$ cat config.mk
export PLATFORM = sky130hd
export DESIGN_NAME = tmds_decode
export DESIGN_NICKNAME = d
export VERILOG_FILES = /design/src/rtl/tmds_pkg.sv /design/src/rtl/tmds_word_decode.sv /design/src/rtl/tmds_decode.sv
export SDC_FILE = /design/constraint.sdc
export NUM_CORES = 1
export LEC_CHECK = 0
export BUFFER_PORTS_ARGS = -buffer_cell sky130_fd_sc_hd__buf_2
export CAP_MARGIN = 15
export CORE_MARGIN = 1
export CORE_UTILIZATION = 65
export DETAILED_ROUTE_END_ITERATION = 8
export HOLD_SLACK_MARGIN = 0.06
export PLACE_DENSITY = 0.9
export SLEW_MARGIN = 40
export SYNTH_ARGS = -nofsm -noshare
export SYNTH_HDL_FRONTEND = slang
export SYNTH_SLANG_ARGS = --single-unit
$ cat constraint.sdc
create_clock -name clk -period 4.1 [get_ports clk]
set_input_delay 0.41 -clock clk [delete_from_list [all_inputs] [get_ports clk]]
set_output_delay 0.41 -clock clk [all_outputs]
set_load 0.02 [all_outputs]
$ cat src/rtl/tmds_pkg.sv
// Shared TMDS definitions: control tokens, alignment FSM states and token matcher.
package tmds_pkg;

  localparam int unsigned WORD_W = 10;
  localparam int unsigned BYTE_W = 8;

  localparam logic [WORD_W-1:0] CTRL_00 = 10'b1101010100;
  localparam logic [WORD_W-1:0] CTRL_01 = 10'b0010101011;
  localparam logic [WORD_W-1:0] CTRL_10 = 10'b0101010100;
  localparam logic [WORD_W-1:0] CTRL_11 = 10'b1010101011;

  typedef enum logic [1:0] {
    SEARCH = 2'd0,
    SLIP   = 2'd1,
    CHECK  = 2'd2,
    LOCKED = 2'd3
  } tmds_state_e;

  typedef struct packed {
    logic       match;
    logic [1:0] ctrl;
  } token_t;

  // Exact 10-bit compare against the four control tokens.
  function automatic token_t token_decode(input logic [WORD_W-1:0] word);
    token_t t;
    t.match = 1'b1;
    t.ctrl  = 2'b00;
    case (word)
      CTRL_00: t.ctrl = 2'b00;
      CTRL_01: t.ctrl = 2'b01;
      CTRL_10: t.ctrl = 2'b10;
      CTRL_11: t.ctrl = 2'b11;
      default: t.match = 1'b0;
    endcase
    return t;
  endfunction

endpackage

$ cat src/rtl/tmds_word_decode.sv
// Combinational TMDS data-character decode: 10-bit transition-minimised word to pixel byte.
module tmds_word_decode
  import tmds_pkg::*;
(
  input  logic [WORD_W-1:0] word,
  output logic [BYTE_W-1:0] data_c
);

  logic [BYTE_W-1:0] v;

  // Undo optional inversion, then undo the XOR/XNOR chain selected by bit 8.
  always_comb begin
    v      = word[9] ? ~word[BYTE_W-1:0] : word[BYTE_W-1:0];
    data_c = '0;
    data_c[0] = v[0];
    for (int i = 1; i < int'(BYTE_W); i++) begin
      data_c[i] = word[8] ? (v[i] ^ v[i-1]) : ~(v[i] ^ v[i-1]);
    end
  end

endmodule

$ cat src/rtl/tmds_decode.sv
// TMDS channel receiver: bit-slip word alignment on control tokens plus pixel/control recovery.
module tmds_decode
  import tmds_pkg::*;
#(
  parameter int unsigned LOCK_TOKENS = 8,
  parameter int unsigned SEARCH_WIN  = 4096,
  parameter int unsigned SLIP_WAIT   = 16,
  parameter int unsigned LOSS_WIN    = 4096
) (
  input  logic              clk,
  input  logic              rst,
  input  logic [WORD_W-1:0] tmds_in,
  output logic [BYTE_W-1:0] data_out,
  output logic [1:0]        control,
  output logic              data_enable,
  output logic              aligned,
  output logic              bitslip,
  output logic              token_err
);

  localparam int unsigned MAX_AB  = (SEARCH_WIN > LOSS_WIN) ? SEARCH_WIN : LOSS_WIN;
  localparam int unsigned MAX_CD  = (SLIP_WAIT > LOCK_TOKENS) ? SLIP_WAIT : LOCK_TOKENS;
  localparam int unsigned MAX_WIN = (MAX_AB > MAX_CD) ? MAX_AB : MAX_CD;
  localparam int unsigned CNT_W   = $clog2(MAX_WIN + 1);
  // Shortest legitimate blanking run; anything shorter while locked is an error.
  localparam int unsigned MIN_BLANK = 4;
  localparam int unsigned RUN_W     = $clog2(MIN_BLANK + 1);

  localparam logic [CNT_W-1:0] SEARCH_LAST = CNT_W'(SEARCH_WIN - 1);
  localparam logic [CNT_W-1:0] SLIP_LAST   = CNT_W'(SLIP_WAIT - 1);
  localparam logic [CNT_W-1:0] LOSS_LAST   = CNT_W'(LOSS_WIN - 1);
  localparam logic [CNT_W-1:0] LOCK_LAST   = CNT_W'(LOCK_TOKENS - 1);
  localparam logic [RUN_W-1:0] BLANK_SAT   = RUN_W'(MIN_BLANK);

  token_t            tok_c;
  logic [WORD_W-1:0] s1_word;
  token_t            s1_tok;
  logic [BYTE_W-1:0] dec_c;

  tmds_state_e       state, state_nx;
  logic [CNT_W-1:0]  win_cnt, win_nx;
  logic [CNT_W-1:0]  run_cnt, run_nx;
  logic [CNT_W-1:0]  wait_cnt, wait_nx;
  logic [CNT_W-1:0]  loss_cnt, loss_nx;
  logic [RUN_W-1:0]  blank_cnt, blank_nx;
  logic              aligned_nx, bitslip_nx, token_err_nx;

  assign tok_c = token_decode(tmds_in);

  // Stage 1: capture the word and its token classification.
  always_ff @(posedge clk) begin
    if (rst) begin
      s1_word <= '0;
      s1_tok  <= '0;
    end else begin
      s1_word <= tmds_in;
      s1_tok  <= tok_c;
    end
  end

  always_ff @(posedge clk) begin
    if (rst) begin
      state     <= SEARCH;
      win_cnt   <= '0;
      run_cnt   <= '0;
      wait_cnt  <= '0;
      loss_cnt  <= '0;
      blank_cnt <= '0;
      aligned   <= 1'b0;
      bitslip   <= 1'b0;
      token_err <= 1'b0;
    end else begin
      state     <= state_nx;
      win_cnt   <= win_nx;
      run_cnt   <= run_nx;
      wait_cnt  <= wait_nx;
      loss_cnt  <= loss_nx;
      blank_cnt <= blank_nx;
      aligned   <= aligned_nx;
      bitslip   <= bitslip_nx;
      token_err <= token_err_nx;
    end
  end

  always_comb begin
    state_nx     = state;
    win_nx       = win_cnt;
    run_nx       = run_cnt;
    wait_nx      = wait_cnt;
    loss_nx      = loss_cnt;
    blank_nx     = blank_cnt;
    aligned_nx   = aligned;
    bitslip_nx   = 1'b0;
    token_err_nx = 1'b0;
    case (state)
      SEARCH: begin
        if (s1_tok.match) begin
          run_nx   = CNT_W'(1);
          state_nx = CHECK;
        end else if (win_cnt == SEARCH_LAST) begin
          bitslip_nx = 1'b1;
          win_nx     = '0;
          wait_nx    = '0;
          state_nx   = SLIP;
        end else begin
          win_nx = win_cnt + CNT_W'(1);
        end
      end
      SLIP: begin
        if (wait_cnt == SLIP_LAST) begin
          wait_nx  = '0;
          state_nx = SEARCH;
        end else begin
          wait_nx = wait_cnt + CNT_W'(1);
        end
      end
      CHECK: begin
        if (s1_tok.match) begin
          if (run_cnt == LOCK_LAST) begin
            state_nx   = LOCKED;
            aligned_nx = 1'b1;
            run_nx     = '0;
            loss_nx    = '0;
            win_nx     = '0;
            blank_nx   = BLANK_SAT;
          end else begin
            run_nx = run_cnt + CNT_W'(1);
          end
        end else begin
          // win_cnt is left untouched so slip cadence is not restarted.
          run_nx   = '0;
          state_nx = SEARCH;
        end
      end
      LOCKED: begin
        if (s1_tok.match) begin
          loss_nx = '0;
          if (blank_cnt != BLANK_SAT) blank_nx = blank_cnt + RUN_W'(1);
        end else begin
          if ((blank_cnt != '0) && (blank_cnt < BLANK_SAT)) token_err_nx = 1'b1;
          blank_nx = '0;
          if (loss_cnt == LOSS_LAST) begin
            loss_nx    = '0;
            aligned_nx = 1'b0;
            state_nx   = SEARCH;
          end else begin
            loss_nx = loss_cnt + CNT_W'(1);
          end
        end
      end
      default: state_nx = SEARCH;
    endcase
  end

  tmds_word_decode u_word_decode (
    .word   (s1_word),
    .data_c (dec_c)
  );

  // Stage 2: outputs are qualified by lock; control holds across data periods.
  always_ff @(posedge clk) begin
    if (rst) begin
      data_out    <= '0;
      control     <= 2'b00;
      data_enable <= 1'b0;
    end else if (state != LOCKED) begin
      data_out    <= '0;
      control     <= 2'b00;
      data_enable <= 1'b0;
    end else if (s1_tok.match) begin
      control     <= s1_tok.ctrl;
      data_enable <= 1'b0;
    end else begin
      data_out    <= dec_c;
      data_enable <= 1'b1;
    end
  end

endmodule
==> results of run 1 <==
[logic make-up after synthesis]
kind of cell / after synthesis / synth area share
AOI/OAI and AO/OA: 79 / 0.132
xor gates and xnor gates: 44 / 0.0980
adders and majority gates: 6 / 0.0191
buffers and inverters: 23 / 0.0220
DFF: 84 / 0.428
muxes: 9 / 0.0232
and+or+nand+nor: 206 / 0.278
[sequential cells by signal, summed over array words and instances (netlist names)]
signal and cells:
aligned 1, run_cnt 13, state 2, s1_word 10
blank_cnt 3, s1_tok 3, data_out 8, wait_cnt 13
token_err 1, data_enable 1, win_cnt 13, loss_cnt 13
bitslip 1, control 2
[per-layer routing]
layer	share of wire	GRT usage
met1	0.47	0.348
met2	0.47	0.417
met3	0.040	0.0491
met4	0.024	0.138
met5	0	0
[worst max-delay path by stage]
| stage | start | endpoint |
|---|---|---|
| 6_report | state[1]$_SDFFE_PP0P_ | loss_cnt[4]$_SDFFE_PP0P_ |
| 5_1_grt | state[1]$_SDFFE_PP0P_ | loss_cnt[6]$_SDFFE_PP0P_ |
| 4_1_cts | state[1]$_SDFFE_PP0P_ | loss_cnt[4]$_SDFFE_PP0P_ |
| 3_5_place_dp | state[1]$_SDFFE_PP0P_ | loss_cnt[4]$_SDFFE_PP0P_ |
| 3_3_place_gp | s1_tok[2]$_SDFF_PP0_ | wait_cnt[7]$_SDFFE_PP0P_ |
| 2_1_floorplan | win_cnt[0]$_SDFFE_PP0P_ | wait_cnt[10]$_SDFFE_PP0P_ |
[layout by cell type (no fill, tap or decap), drive strengths merged, types with 5 or more instances in the layout]
cell type  synthesis  final
a21oi             34     34
and4               5      5
buf                1     25
clkbuf            15      9
dfxtp             84     84
ha                 6      6
inv                7     11
mux2i              8      8
nand2             25     25
nand3             11     11
nand4             12     12
nor2              87     87
nor2b             12     12
nor3              14     14
nor4              10     10
o2111ai            5      5
o21ai              8      8
o21bai             5      5
xnor2             20     20
xor2              24     24
[cell type report]
class | instances | area [um^2] | area share
Timing Repair Buffer | 25 | 125 | 0.0291
Clock inverter | 7 | 81.3 | 0.0189
Inverter | 7 | 26.3 | 0.00612
Sequential cell | 84 | 1680 | 0.392
Multi-Input combinational cell | 344 | 2160 | 0.504
Clock buffer | 9 | 124 | 0.0289
Tap cell | 72 | 90.1 | 0.0210
[report_power, final]
part / internal (mW) / switching (mW)
sequential: 0.823 / 0.00755
clock: 0.292 / 0.322
combinational: 0.0253 / 0.0326
[worst register-to-register path: stages (launching register included)]
cell                      delay, ns
sky130_fd_sc_hd__dfxtp_1       0.66
sky130_fd_sc_hd__nand2_1       0.40
sky130_fd_sc_hd__or2_2         0.45
sky130_fd_sc_hd__a21oi_1       0.28
sky130_fd_sc_hd__nor2_1        0.14
sky130_fd_sc_hd__nor4_1        0.28
==> results_tabular.tex, run 1 <==
\begin{tabular}{lr}
\hline
Metric & Value \\
\hline
\multicolumn{2}{l}{\textbf{Timing}} \\
\quad Tightest hold margin & 0.273 ns \\
\quad Final hold violations & 0 \\
\quad Final-layout setup total negative slack & 0 ns \\
\quad Minimum period implied by the final worst setup slack & 2.30 ns \\
\quad Number of max-slew violations in the final report & 0 \\
\quad Unrepaired setup endpoints after global routing & false \\
\quad Relative slew margins & 0.487 \\
\quad Fin Clk Skew & 0.00958 ns \\
\quad Transition time of the tightest slew-check pin & 0.769 ns \\
\quad Crit path setup slack, layout & 1.80 ns \\
\quad Final count of negative-setup-slack endpoints & 0 \\
\quad F\_max & 0.435 GHz \\
\quad Share of the clock period used by the worst path & 0.561 \\
\multicolumn{2}{l}{\textbf{Clocking}} \\
\quad Number of gates given a new drive strength after cts & 0 \\
\quad Setup repair bufs after CTS & 0 \\
\quad CTS tree & yes \\
\quad Clock net sink count & 84 \\
\quad H-tree levels & 3 \\
\quad CTS Buf Count & 9 \\
\quad Total of hold buffers inserted after clock tree synthesis & 0 \\
\quad Clk buf depth & 2 \\
\quad Root Buffer & sky130\_fd\_sc\_hd\_\_clkbuf\_8 \\
\quad Clock network latency to the later pin of the worst-skew pair & 0.37 ns \\
\quad CTS clk-pin slew, worst paths & 0.09 ns \\
\multicolumn{2}{l}{\textbf{Routing}} \\
\quad Average routed wire per standard cell & 14.2 um \\
\quad Number of nets still failing antenna checks after routing & 0 \\
\quad DR pass1 iterations & 5 \\
\quad DRC violation count after routing & 0 \\
\quad Number of DRC markers after the initial detailed-route iteration & 205 \\
\quad Vias/cell & 5.98 \\
\quad Vias after detailed routing & 3275 \\
\quad Routed wire length & 7770 um \\
\multicolumn{2}{l}{\textbf{GRT}} \\
\quad Largest net degree at the start of global routing & 45 \\
\quad Initial antenna violation count & 0 \\
\quad First-pass GRT wire length & 13200 um \\
\quad GR Overflow Total & 0 \\
\quad Vias in the first global route & 2933 \\
\quad GRT Total Usage & 0.266 \\
\multicolumn{2}{l}{\textbf{Die}} \\
\quad Floorplan core area & 5680 um\^{}2 \\
\quad Placement row count & 27 \\
\quad Initial cell density of the core & 0.693 \\
\quad Horizontal extent of the die & 79.8 um \\
\quad Vertical die dimension & 79.8 um \\
\quad Die outline area & 6360 um\^{}2 \\
\quad Number of I/O pins & 26 \\
\multicolumn{2}{l}{\textbf{Cells and area}} \\
\quad Area growth from synthesis to layout & 9.20\% \\
\quad Total inserted antenna cells & 0 \\
\quad Fraction of final layout cells sized beyond drive strength 1 & 0.120 \\
\quad Area of all placed cells without fillers & 4290 um\^{}2 \\
\quad Final instance count without filler cells & 548 \\
\quad Fill cells & 385 \\
\quad Utilization after layout & 0.756 \\
\quad Total Nets Final & 489 \\
\multicolumn{2}{l}{\textbf{Setup path}} \\
\quad Category of the most critical setup path & reg -> reg \\
\quad Launch point of the worst reg-to-reg path & state[1]\$\_SDFFE\_PP0P\_ \\
\quad Crit path max-delay cell type & sky130\_fd\_sc\_hd\_\_dfxtp\_1 \\
\quad Levels on crit path & 5 \\
\quad Setup slack of the worst register-to-register path & 1.80 ns \\
\quad Crit path capture type & flop \\
\quad Crit-path cells & nand2\_1, or2\_2, a21oi\_1, nor2\_1, nor4\_1 \\
\quad Type of element launching the critical path & flop \\
\quad Cell family with most CP delay & simple AND/OR/NAND/NOR gates \\
\quad Biggest fanout along the worst timing path & 18 \\
\quad Worst path max stage delay & 0.66 ns \\
\quad Buf/Inv on CP & 0 \\
\quad Logic depth of the worst register-to-register path & 5 \\
\quad Worst reg2reg path endpoint & loss\_cnt[4]\$\_SDFFE\_PP0P\_ \\
\quad Arrival time at the worst endpoint & 2.57 ns \\
\quad Required arrival time at the worst endpoint & 4.37 ns \\
\multicolumn{2}{l}{\textbf{Yosys}} \\
\quad Cells taking the most area after synthesis & sky130\_fd\_sc\_hd\_\_dfxtp\_1 (43\%), sky130\_fd\_sc\_hd\_\_nor2\_1 (8.3\%), sky130\_fd\_sc\_hd\_\_xor2\_1 (5.3\%) \\
\quad Most repeated cell in the gate-level netlist after synthesis & sky130\_fd\_sc\_hd\_\_nor2\_1 \\
\quad Leading area contributor after synthesis & sky130\_fd\_sc\_hd\_\_dfxtp\_1 \\
\quad Yosys cell types & 55 \\
\quad List of most frequent post-synthesis cells & sky130\_fd\_sc\_hd\_\_nor2\_1 (87), sky130\_fd\_sc\_hd\_\_dfxtp\_1 (84), sky130\_fd\_sc\_hd\_\_a21oi\_1 (33), sky130\_fd\_sc\_hd\_\_nand2\_1 (25), sky130\_fd\_sc\_hd\_\_xor2\_1 (24) \\
\quad Number of synthesized register bits & 84 \\
\quad Portion of the post-synthesis area used by sequential elements & 0.428 \\
\quad Number of instances in the synthesized netlist & 451 \\
\quad Yosys warning total & 0 \\
\quad Mapped cell area & 3930 um\^{}2 \\
\quad Number of flops mapped to enable cells by yosys & 0 \\
\quad Area share of the leading cell type in the synthesized netlist & 0.428 \\
\quad Average cell area after synthesis & 8.72 um\^{}2 \\
\quad Post-synth net total & 469 \\
\quad Most instantiated flip-flop cell in the synthesis netlist & sky130\_fd\_sc\_hd\_\_dfxtp\_1 \\
\quad Share of synthesized registers carrying an async set or reset & 0 \\
\multicolumn{2}{l}{\textbf{Status}} \\
\quad Run status & completed \\
\multicolumn{2}{l}{\textbf{Placed design}} \\
\quad Count of input and output buffers & 25 \\
\quad Total instance count after detailed placement & 532 \\
\quad HPWL reported at the end of detailed placement & 5250 um \\
\quad Area of placed instances & 4090 um\^{}2 \\
\quad Pre-CTS setup slack & 1.86 ns \\
\quad Final RePlAce weighted congestion & 0.822 \\
\multicolumn{2}{l}{\textbf{Min path}} \\
\quad HP Class & in -> reg \\
\quad Hold Path Cell Cnt & 2 \\
\quad Hold path startpoint & tmds\_in[2] \\
\quad End of the worst hold path & s1\_word[2]\$\_SDFF\_PP0\_ \\
\multicolumn{2}{l}{\textbf{Job}} \\
\quad Max-Cap Viols & 0 \\
\multicolumn{2}{l}{\textbf{Pwr}} \\
\quad LEAKAGE & 1.56 nW \\
\quad Total Power Consumption & 1.50 mW \\
\quad Power per unit of standard cell area & 350 nW/um\^{}2 \\
\quad Maximum vdd drop & 231 uV \\
\hline
\end{tabular}
Power figures use the tool's default switching activity.
==> inputs of run 2 (changes only) <==
--- a/config.mk
+++ b/config.mk
@@ -8,10 +8,10 @@
 export BUFFER_PORTS_ARGS = -buffer_cell sky130_fd_sc_hd__buf_2
 export CAP_MARGIN = 15
 export CORE_MARGIN = 1
-export CORE_UTILIZATION = 65
+export CORE_UTILIZATION = 54
 export DETAILED_ROUTE_END_ITERATION = 8
 export HOLD_SLACK_MARGIN = 0.06
-export PLACE_DENSITY = 0.9
+export PLACE_DENSITY = 0.8
 export SLEW_MARGIN = 40
 export SYNTH_ARGS = -nofsm -noshare
 export SYNTH_HDL_FRONTEND = slang
==> constraint.sdc (replaced) <==
create_clock -name clk -period 2 [get_ports clk]
set_input_delay 0.2 -clock clk [delete_from_list [all_inputs] [get_ports clk]]
set_output_delay 0.2 -clock clk [all_outputs]
set_load 0.02 [all_outputs]
==> run 2 against run 1 <==
Against the previous run:
- global-route usage shrank 5.3 points
- highest routed layer unchanged
- critical path type unchanged
- largest cell class unchanged
- worst hold slack got worse by 0.18 ns
- count of clock-buffer cells in the layout did not move
==> results_tabular.tex, run 2 (same netlist as run 1, synthesis figures left out) <==
\begin{tabular}{lr}
\hline
Metric & Value \\
\hline
\multicolumn{2}{l}{\textbf{Status}} \\
\quad Run status & completed \\
\multicolumn{2}{l}{\textbf{Clocking}} \\
\quad H-tree levels & 3 \\
\quad CTS clk-pin slew, worst paths & 0.08 ns \\
\quad Root Buffer & sky130\_fd\_sc\_hd\_\_clkbuf\_8 \\
\quad Clock net sink count & 84 \\
\quad Clock network latency to the later pin of the worst-skew pair & 0.36 ns \\
\quad CTS tree & yes \\
\quad CTS Buf Count & 9 \\
\quad Clk buf depth & 2 \\
\multicolumn{2}{l}{\textbf{Cells and area}} \\
\quad Most frequent standard cell in the layout excluding fill and tap cells & sky130\_fd\_sc\_hd\_\_nor2\_1 \\
\quad Total inserted antenna cells & 0 \\
\quad Highest-count cells in the layout ignoring fill and taps & sky130\_fd\_sc\_hd\_\_nor2\_1 (87), sky130\_fd\_sc\_hd\_\_dfxtp\_1 (83), sky130\_fd\_sc\_hd\_\_a21oi\_1 (32) \\
\quad Fraction of final layout cells sized beyond drive strength 1 & 0.158 \\
\quad Area growth from synthesis to layout & 13.6\% \\
\quad Total Nets Final & 506 \\
\quad Fill cells & 575 \\
\multicolumn{2}{l}{\textbf{Timing}} \\
\quad Final-layout setup total negative slack & 0 ns \\
\quad Relative slew margins & 0.571 \\
\quad Fin Clk Skew & 0.0101 ns \\
\quad Unrepaired setup endpoints after global routing & false \\
\quad Transition time of the tightest slew-check pin & 0.643 ns \\
\quad Final hold violations & 0 \\
\quad F\_max & 0.525 GHz \\
\quad Final count of negative-setup-slack endpoints & 0 \\
\quad Crit path setup slack, layout & 0.0954 ns \\
\quad Number of max-slew violations in the final report & 0 \\
\quad Tightest hold margin & 0.0924 ns \\
\quad Share of the clock period used by the worst path & 0.952 \\
\quad Minimum period implied by the final worst setup slack & 1.90 ns \\
\multicolumn{2}{l}{\textbf{Routing}} \\
\quad Vias after detailed routing & 3294 \\
\quad Vias/cell & 5.59 \\
\quad Routed wire length & 7820 um \\
\quad Average routed wire per standard cell & 13.3 um \\
\quad Number of nets still failing antenna checks after routing & 0 \\
\quad Number of DRC markers after the initial detailed-route iteration & 164 \\
\quad DRC violation count after routing & 0 \\
\quad DR pass1 iterations & 4 \\
\multicolumn{2}{l}{\textbf{Setup path}} \\
\quad Crit path max-delay cell type & sky130\_fd\_sc\_hd\_\_dfxtp\_1 \\
\quad Biggest fanout along the worst timing path & 9 \\
\quad Required arrival time at the worst endpoint & 2.24 ns \\
\quad Category of the most critical setup path & reg -> reg \\
\quad Crit-path cells & ha\_1, and4bb\_2, nand4b\_4, a21oi\_4, mux2i\_1, nor4\_1 \\
\quad Type of element launching the critical path & flop \\
\quad Worst path max stage delay & 0.36 ns \\
\quad Crit path capture type & flop \\
\quad Arrival time at the worst endpoint & 2.15 ns \\
\multicolumn{2}{l}{\textbf{Placed design}} \\
\quad Final RePlAce weighted congestion & 0.888 \\
\quad Pre-CTS setup slack & 0.0635 ns \\
\quad Count of input and output buffers & 25 \\
\quad HPWL reported at the end of detailed placement & 5550 um \\
\multicolumn{2}{l}{\textbf{GRT}} \\
\quad First-pass GRT wire length & 12800 um \\
\quad Initial antenna violation count & 0 \\
\quad GRT Total Usage & 0.214 \\
\quad Vias in the first global route & 2912 \\
\quad Largest net degree at the start of global routing & 30 \\
\quad GR Overflow Total & 0 \\
\multicolumn{2}{l}{\textbf{Die}} \\
\quad Placement row count & 30 \\
\quad Floorplan core area & 6910 um\^{}2 \\
\quad Number of I/O pins & 26 \\
\quad Horizontal extent of the die & 87.3 um \\
\quad Die outline area & 7630 um\^{}2 \\
\quad Initial cell density of the core & 0.569 \\
\quad Vertical die dimension & 87.3 um \\
\multicolumn{2}{l}{\textbf{Pwr}} \\
\quad LEAKAGE & 1.63 nW \\
\quad Power per unit of standard cell area & 657 nW/um\^{}2 \\
\quad Maximum vdd drop & 516 uV \\
\multicolumn{2}{l}{\textbf{Job}} \\
\quad Max-Cap Viols & 0 \\
\multicolumn{2}{l}{\textbf{Min path}} \\
\quad HP Class & in -> reg \\
\hline
\end{tabular}
run 2: cell count changes in the layout (fill, tap and decap cells not counted), sizes merged:
cell,delta
bufinv,-1
buf,+17
clkinvlp,+1
run 2: what timing repair did:
action | 4_1_cts | 5_1_grt
resized for setup | 0 | 9
endpoints found under the hold margin | 0 | 0
setup endpoints to repair | 0 | 24
hold buffers | 0 | 0
setup buffers | 0 | 0
run 2: path summary, 6_finish.rpt:
path	from	endpoint	slack (ns)	cells past startpoint
setup / recovery	run_cnt[1]$_SDFFE_PP0P_	loss_cnt[8]$_SDFFE_PP0P_	0.1	6
hold / removal	tmds_in[9]	s1_word[9]$_SDFF_PP0_	0.09	2
setup reg to reg	run_cnt[1]$_SDFFE_PP0P_	loss_cnt[8]$_SDFFE_PP0P_	0.1	6
hold reg to reg	loss_cnt[12]$_SDFFE_PP0P_	loss_cnt[12]$_SDFFE_PP0P_	0.48	1
run 2: cell type report:
class / instances / area, um^2 / share of cell area
Sequential cell: 84 / 1680 / 0.377
Timing Repair Buffer: 42 / 253 / 0.0566
Inverter: 7 / 26.3 / 0.00589
Clock inverter: 7 / 56.3 / 0.0126
Clock buffer: 9 / 124 / 0.0277
Tap cell: 96 / 120 / 0.0269
Multi-Input combinational cell: 344 / 2200 / 0.493
run 2: per-stage QoR:
step / instance area [um^2] / utilization / std cells / power [mW]
global placement: 4240 / 0.614 / 573 / 1.86
detailed placement: 4240 / 0.614 / 573 / 1.86
floorplan: 3930 / - / 451 / 1.83
CTS: 4420 / 0.641 / 589 / 2.98
finish: 4460 / 0.646 / 589 / 2.93
global route: 4460 / 0.646 / 589 / 3.06
run 2: power by group:
part / switching, mW / internal, mW
registers: 0.0144 / 1.69
logic: 0.0679 / 0.0573
clock network: 0.639 / 0.468
total: 0.721 / 2.21
run 2: per-layer routing:
layer | GRT usage | wire (um) | share of wire | vias up
li1 | - | - | - | 1663
met1 | 0.264 | 3550 | 0.45 | 1544
met2 | 0.365 | 3890 | 0.50 | 78
met3 | 0.0578 | 311 | 0.040 | 9
met4 | 0.0581 | 59 | 0.0075 | 0
met5 | 0 | 0 | 0 | -
run 2: worst max-delay path: cells and delay by family (launching register included):
family,cells,cell delay (ns)
and+or+nand+nor,3,0.83
DFF,1,0.36
AOI/OAI and AO/OA,1,0.28
adders and majority gates,1,0.22
muxes,1,0.10
